**src/rtl/svm_ovo_serial_ctrl.sv**
```systemverilog
// Time-multiplexed 3-class one-vs-one SVM: one 4b x 8b MAC walks 3 classifiers x 4 features,
// then votes and takes the argmax. Define SVM_PERF_CNT_EN to add the perf_cnt handshake counter.
module svm_ovo_serial_ctrl #(
    parameter int FEAT_W = 4,
    parameter int N_FEAT = 4,
    parameter int ACC_W  = 13
) (
    input  logic                     clk,
    input  logic                     rst_n,
    input  logic                     in_valid,
    output logic                     in_ready,
    input  logic [FEAT_W*N_FEAT-1:0] inp,
    output logic                     out_valid,
    input  logic                     out_ready,
    output logic [1:0]               out,
    output logic [5:0]               predo,
    output logic                     busy
`ifdef SVM_PERF_CNT_EN
    ,
    output logic [15:0]              perf_cnt
`endif
);

    localparam int PW = FEAT_W + 8;
    localparam logic signed [ACC_W-1:0] BIAS_0   = '0;
    localparam logic signed [ACC_W-1:0] BIAS_1_2 = -13'sd256;

    typedef enum logic [1:0] {IDLE, MAC, VOTE, HOLD} state_t;

    state_t                     state_q, state_d;
    logic [FEAT_W*N_FEAT-1:0]   feat_q, feat_d;
    logic signed [ACC_W-1:0]    acc_q, acc_d;
    logic [1:0]                 c_q, c_d;
    logic [1:0]                 f_q, f_d;
    logic [2:0]                 n_q, n_d;
    logic [1:0]                 out_q, out_d;
    logic [5:0]                 predo_q, predo_d;
    logic                       out_valid_q, out_valid_d;

    logic [FEAT_W-1:0]          feat_sel;
    logic signed [7:0]          w_sel;
    logic signed [PW-1:0]       feat_ext, w_ext, prod;
    logic signed [ACC_W-1:0]    sum;
    logic [1:0]                 dm0, dm1, dm2, win_idx, win_val;

    // Row c of the weight matrix; features 0,1 share one weight and features 2,3 the other.
    function automatic logic signed [7:0] coef(input logic [1:0] c, input logic [1:0] f);
        case (c)
            2'd0:    coef = f[1] ? 8'shC0 : 8'sh40;
            2'd1:    coef = f[1] ? 8'sh80 : 8'sh7F;
            default: coef = f[1] ? 8'sh7F : 8'sh80;
        endcase
    endfunction

    always_comb begin
        feat_sel = feat_q[f_q*FEAT_W +: FEAT_W];
        w_sel    = coef(c_q, f_q);
        feat_ext = {{8{1'b0}}, feat_sel};
        w_ext    = {{FEAT_W{w_sel[7]}}, w_sel};
        prod     = feat_ext * w_ext;
        sum      = acc_q + {{(ACC_W-PW){prod[PW-1]}}, prod};

        dm0 = {1'b0, ~n_q[0]} + {1'b0, ~n_q[1]};
        dm1 = {1'b0,  n_q[0]} + {1'b0, ~n_q[2]};
        dm2 = {1'b0,  n_q[1]} + {1'b0,  n_q[2]};
        if (dm0 >= dm1) begin
            win_idx = 2'd0;
            win_val = dm0;
        end else begin
            win_idx = 2'd1;
            win_val = dm1;
        end
    end

    always_comb begin
        state_d     = state_q;
        feat_d      = feat_q;
        acc_d       = acc_q;
        c_d         = c_q;
        f_d         = f_q;
        n_d         = n_q;
        out_d       = out_q;
        predo_d     = predo_q;
        out_valid_d = out_valid_q;
        case (state_q)
            IDLE: begin
                if (in_valid) begin
                    feat_d  = inp;
                    c_d     = 2'd0;
                    f_d     = 2'd0;
                    acc_d   = BIAS_0;
                    state_d = MAC;
                end
            end
            MAC: begin
                acc_d = sum;
                f_d   = f_q + 2'd1;
                if (f_q == 2'd3) begin
                    n_d[c_q] = sum[ACC_W-1];
                    if (c_q == 2'd2) begin
                        acc_d   = BIAS_0;
                        c_d     = 2'd0;
                        state_d = VOTE;
                    end else begin
                        acc_d = BIAS_1_2;
                        c_d   = c_q + 2'd1;
                    end
                end
            end
            VOTE: begin
                out_d       = (win_val >= dm2) ? win_idx : 2'd2;
                predo_d     = {dm0, dm1, dm2};
                out_valid_d = 1'b1;
                state_d     = HOLD;
            end
            HOLD: begin
                if (out_ready) begin
                    out_valid_d = 1'b0;
                    state_d     = IDLE;
                end
            end
            default: state_d = IDLE;
        endcase
    end

    always_ff @(posedge clk or negedge rst_n) begin
        if (!rst_n) begin
            state_q     <= IDLE;
            feat_q      <= '0;
            acc_q       <= '0;
            c_q         <= '0;
            f_q         <= '0;
            n_q         <= '0;
            out_q       <= '0;
            predo_q     <= '0;
            out_valid_q <= 1'b0;
        end else begin
            state_q     <= state_d;
            feat_q      <= feat_d;
            acc_q       <= acc_d;
            c_q         <= c_d;
            f_q         <= f_d;
            n_q         <= n_d;
            out_q       <= out_d;
            predo_q     <= predo_d;
            out_valid_q <= out_valid_d;
        end
    end

    assign in_ready  = (state_q == IDLE);
    assign busy      = (state_q != IDLE);
    assign out_valid = out_valid_q;
    assign out       = out_q;
    assign predo     = predo_q;

`ifdef SVM_PERF_CNT_EN
    logic [15:0] perf_cnt_q, perf_cnt_d;

    always_comb begin
        perf_cnt_d = perf_cnt_q;
        if (out_valid_q && out_ready && (perf_cnt_q != 16'hFFFF))
            perf_cnt_d = perf_cnt_q + 16'd1;
    end

    always_ff @(posedge clk or negedge rst_n) begin
        if (!rst_n) perf_cnt_q <= '0;
        else        perf_cnt_q <= perf_cnt_d;
    end

    assign perf_cnt = perf_cnt_q;
`endif

endmodule
```
**config.mk**
```make
export PLATFORM = sky130hd
export DESIGN_NAME = svm_ovo_serial_ctrl
export DESIGN_NICKNAME = d
export VERILOG_FILES = /design/src/rtl/svm_ovo_serial_ctrl.sv
export SDC_FILE = /design/constraint.sdc
export NUM_CORES = 1
export LEC_CHECK = 0
export ABC_AREA = 0
export BUFFER_PORTS_ARGS = -buffer_cell sky130_fd_sc_hd__buf_4
export CAP_MARGIN = 15
export CORE_UTILIZATION = 35
export CTS_CLUSTER_DIAMETER = 80
export DETAILED_ROUTE_END_ITERATION = 10
export SKIP_CTS_REPAIR_TIMING = 1
export SLEW_MARGIN = 20
export SYNTH_ARGS = -nofsm -noshare
export SYNTH_HDL_FRONTEND = slang
export SYNTH_SLANG_ARGS = --single-unit
export TNS_END_PERCENT = 50
```
**constraint.sdc**
```tcl
create_clock -name clk -period 7.7 [get_ports clk]
set_clock_uncertainty 0.2 [all_clocks]
set_input_delay 0.77 -clock clk [delete_from_list [all_inputs] [get_ports clk]]
set_output_delay 0.77 -clock clk [all_outputs]
set_load 0.01 [all_outputs]
```
Word level (Yosys, flattened, before mapping)
Index checks and enable logic that the tools add are counted.
{ "totals": {"wordCells": 72, "reg_bits": 47, "in_bits": 20, "output_inout_bits": 11} }
{ "op_classes": {"n_addsub": 6, "shift": 1, "bitwise": 3, "n_reduce_logical": 12, "magnitude_cmp": 4, "muxes": 26, "eq_ne": 10, "multipliers": 1} }
{ "op_table": {"columns": ["op", "n"], "rows": [
  ["$mux 13", 3],
  ["$pmux 13 s2", 1],
  ["$mux 8", 3],
  ["$mux 2", 9],
  ["$pmux 8 s2", 1],
  ["$shiftx 16x5->4", 1],
  ["$add 13x13->13", 1],
  ["$mul 5x8->12", 1],
  ["$eq 2x2->1 const B", 4],
  ["$ne 2x2->1 const B", 4],
  ["$pmux 2 s2", 2],
  ["$pmux 2 s4", 1],
  ["$reduce_and 2->1", 4],
  ["$add 1x1->2", 3],
  ["$reduce_bool 2->1", 3],
  ["$add 2x1->2 const B", 2],
  ["$eq 2x1->1 const B", 2],
  ["$ge 2x2->1", 2],
  ["$logic_not 2->1", 2],
  ["$reduce_and 4->1", 1],
  ["$bwmux 3", 1],
  ["$lt 2x3->1 const B", 1],
  ["$mux 1", 3],
  ["$not 1->1", 3],
  ["5 further kinds", 5]
]} }

Logic depth before layout (Yosys ltp)
{ "logic_depth": {"depth_word": 6, "ltp_mapped": 27, "depth_no_buf": 26} }

Worst setup path before layout
No wires, ideal clock.
{ "synth_path": {"kind": "register to register", "from": "reg f_q[0]", "to": "reg n_q[1]", "setup_slack_ps": 1963, "path_stages_with_launch": 27, "period_less_slack_ps": 5737, "t_required_ps": 7372, "n_path_buf": 1, "t_arrival_ps": 5409, "setup_ps": 128, "path_cell_list": "dfrtp_1 -> buf_2 -> mux4_2 -> nor2b_1 -> inv_1 -> ha_1 -> inv_1 -> ha_1 -> inv_1 -> fa_1 -> inv_1 -> ha_1 -> nor2b_1 -> o21ai_0 -> nand2b_1 -> a21o_1 -> a21oi_1 -> o21ai_0 -> xor2_1 -> ha_1 -> o21a_1 -> o21ai_0 -> mux2i_1 -> o41ai_2 -> a2111oi_4 -> xnor2_1 -> o21ai_1"} }
{ "synth_between": {"elab_chain_cells": 4, "elab_cells_between_ends": 6, "cone_classes": "1 x add/sub; 1 x mul; 1 x eq/ne; 1 x shift; 1 x mux; 1 x reduce/logical"} }
{ "synth_lines": {"columns": ["item", "line_no", "text"], "rows": [
  ["start, declared", "34", "logic [1:0] f_q, f_d;"],
  ["start signal, assigned", "132", "f_q <= '0;"],
  ["start signal, assigned", "142", "f_q <= f_d;"],
  ["$shiftx 16x5->4", "56", "feat_sel = feat_q[f_q*FEAT_W +: FEAT_W];"],
  ["$mul 5x8->12", "60", "prod = feat_ext * w_ext;"],
  ["$add 13x13->13", "61", "sum = acc_q + {{(ACC_W-PW){prod[PW-1]}}, prod};"],
  ["$bwmux 3", "99", "n_d[c_q] = sum[ACC_W-1];"],
  ["end signal, assigned", "143", "n_q <= n_d;"],
  ["end, declared", "35", "logic [2:0] n_q, n_d;"]
]} }
Several ways; a longest one is shown, not always the timed one.
A chain may end at the register's enable or synchronous reset.

Worst setup path in the final report
Ends and elaborated chain as after synthesis.

==> reports/metrics.cfg <==
[cts]
cts_buffers=5
clockBufferDepth=2
htreeDepth=2
cts-root-buf=clkbuf_8
clock_latency_ps=310
clkSinkCount=46
path_clk_slew_ps=90
tritoncts=yes

[placement]
placed_cells=535
hpwl_mm=5.40
io_buffer_count=30
gp_congestion=0.782

[timing]
period_needed_ps=6210
fin_tns_setup_ps=0
finalMaxSlewViolations=0
min_period_over_period=0.806
holdWs_ps=261
setup_violations=0
rsz0062_at_grt=false
maxSlewHeadroom=0.600
hold_viol_final=0
fmax_ghz=0.161
worst_pin_slew_ps=599

[drt]
viasPerCell=4.97
routed-via-count=2699
drc_errors=0
ant_nets=0
routedWlPerCell_um=12.4
drtPass1Iterations=4
drt_iter0_markers=91
wirelength_mm=6.74

[global_route]
grtUsageMet2=0.225
grt_use_met3=0.0193
use_met1=0.178
track_usage=0.134
grt_start_max_net_pins=47
grt-busiest-layer=met2
grt_overflow=0
antenna_found_initial=0
grt_first_pass_wirelength_mm=12.2
grt_pass1_vias=2742

[final_layout]
post_layout_nonfiller_instances=543
final_common_cell=inv_1
multi_input_area_um2=2320
drive_gt1_frac=0.177
area_delta_synth_final_pct=12.1
ff_latch_area_um2=1150
n_antenna_cell=0
n_fill_cell=1018
nets=479
final_cell_mix=inv_1 (47), dfrtp_1 (46), ha_1 (43)
final_core_util=0.403

[synth]
async_flop_share=1.00
synth.area.top_cells=dfrtp_1 (31%), ha_1 (15%), mux2_2 (7.3%)
synth.distinct_cells=46
yosysTopAreaCell=dfrtp_1
synth-edff-count=0
syn_avg_cell_area_um2=9.76
synth-seq-cells=46
yosysSeqAreaShare=0.311
syn_nets=452
netlist_instances=379
synth_area_um2=3700
yosys.area.top_type_share=0.311
synth-main-ff-cell=dfrtp_1
yosys_warnings=0

[setup_path]
critPathKind=reg2reg
required_ps=7690
path_max_fanout=10
end_kind=flip-flop
worst_setup_path_start_kind=flip-flop
crit_start=f_q[0]$_DFFE_PN0P_
cp.arrival_ps=6200
reg2reg_from=f_q[0]$_DFFE_PN0P_

[floorplanning]
num_rows=37
dieHeight_um=105
die-area_um2=11000
fp.dieW_um=105
initial_core_util=0.360
io_pins=31
coreArea_um2=10300

[pwr]
p_clk_frac=0.092
p_seq_frac=0.247
vdd.ir_drop.worst_uv=256
swShare=0.445
p_per_area_nw_per_um2=397
p_leak_nw=2.09
p_int_mw=0.913
pwr-share-comb=0.661
power.net_switching_mw=0.733

[job]
maxCapViolCount=0

[status]
status=finished clean

[min_path]
hold_class=in2async

Yosys cell counts (8+ instances only):
cell type	count
clkbuf_1	9
xor2_1	10
nor2b_1	8
xnor2_1	13
inv_1	47
mux2_2	24
nor2_1	17
nand2_1	27
a21oi_1	17
nand2b_1	10
ha_1	43
o21ai_0	21
dfrtp_1	46
fa_1	10
cell type report:
class                   count  share of cell area
repair buffers             31              0.0562
inverters                  47              0.0426
clock buffers               5              0.0166
flip-flops and latches     46               0.278
well taps                 136              0.0411
multi-input cells         275               0.561
clock inverters             3             0.00513
metrics by stage:
step                      cell area [um^2]  setup slack (ps)  total power, mW
after floorplan                       3700              1960             1.27
after global placement                4050              1610             1.49
after detailed placement              4050              1490             1.51
after CTS                             4140              1460             1.67
after global routing                  4140               947             1.82
final                                 4140              1490             1.65
power by group through the flow:
stage	clock [mW]	sequential, mW	combinational (mW)
after floorplan	0	0.389	0.885
after global placement	0	0.411	1.08
after detailed placement	0	0.412	1.10
after CTS	0.160	0.408	1.10
after global routing	0.166	0.422	1.23
final	0.152	0.407	1.09
state kept, by name, indices dropped and copies added, names as in the netlist:
name	cells
n_q	3
out_valid	1
feat_q	16
state_q	2
out	2
predo	5
acc_q	13
c_q	2
f_q	2
metal layers:
layer / vias up / part of all wire
met3: 8 / 0.027
met5: - / 0
met2: 34 / 0.46
li1: 1368 / -
met1: 1289 / 0.50
met4: 0 / 0.013
cell families (layout without fill, tap and decap cells):
logic type | Yosys count | in the layout | share of synthesized area
adder cells (fa/ha/maj) | 53 | 53 | 0.200
AND/OR/NAND/NOR | 84 | 84 | 0.113
flip-flops | 46 | 46 | 0.311
buffers and inverters | 58 | 86 | 0.0602
XOR/XNOR | 23 | 23 | 0.0545
AO/OA/AOI/OAI | 82 | 82 | 0.154
multiplexers | 33 | 33 | 0.108
final timing paths:
check | end | slack [ps] | cells after the start
max | n_q[1]$_DFFE_PN0P_ | 1490 | 25
max reg2reg | n_q[1]$_DFFE_PN0P_ | 1490 | 25
min reg2reg | acc_q[8]$_DFFE_PN0P_ | 300 | 2
min in group clk | acc_q[8]$_DFFE_PN0P_ | 300 | 2
max in group asynchronous | feat_q[5]$_DFFE_PN0P_ | 6630 | 1
min | acc_q[5]$_DFFE_PN0P_ | 260 | 1
critical path: stages, from the launching register on:
cell and delay (ps):
dfrtp_1 620, mux4_2 580, nor2b_1 180, inv_1 80, ha_1 140, inv_1 50, ha_1 330, inv_1 70
fa_1 530, inv_1 40, ha_1 330, nor2b_1 150, o21ai_0 150, nand2b_1 100, a21o_1 180, a21oi_1 200
o21ai_0 150, xor2_1 170, ha_1 330, o21a_1 110, o21ai_0 310, mux2i_1 260, o41ai_2 120, a2111oi_4 380
xnor2_1 220, o21ai_1 120
(Power assumes the default switching activity.)
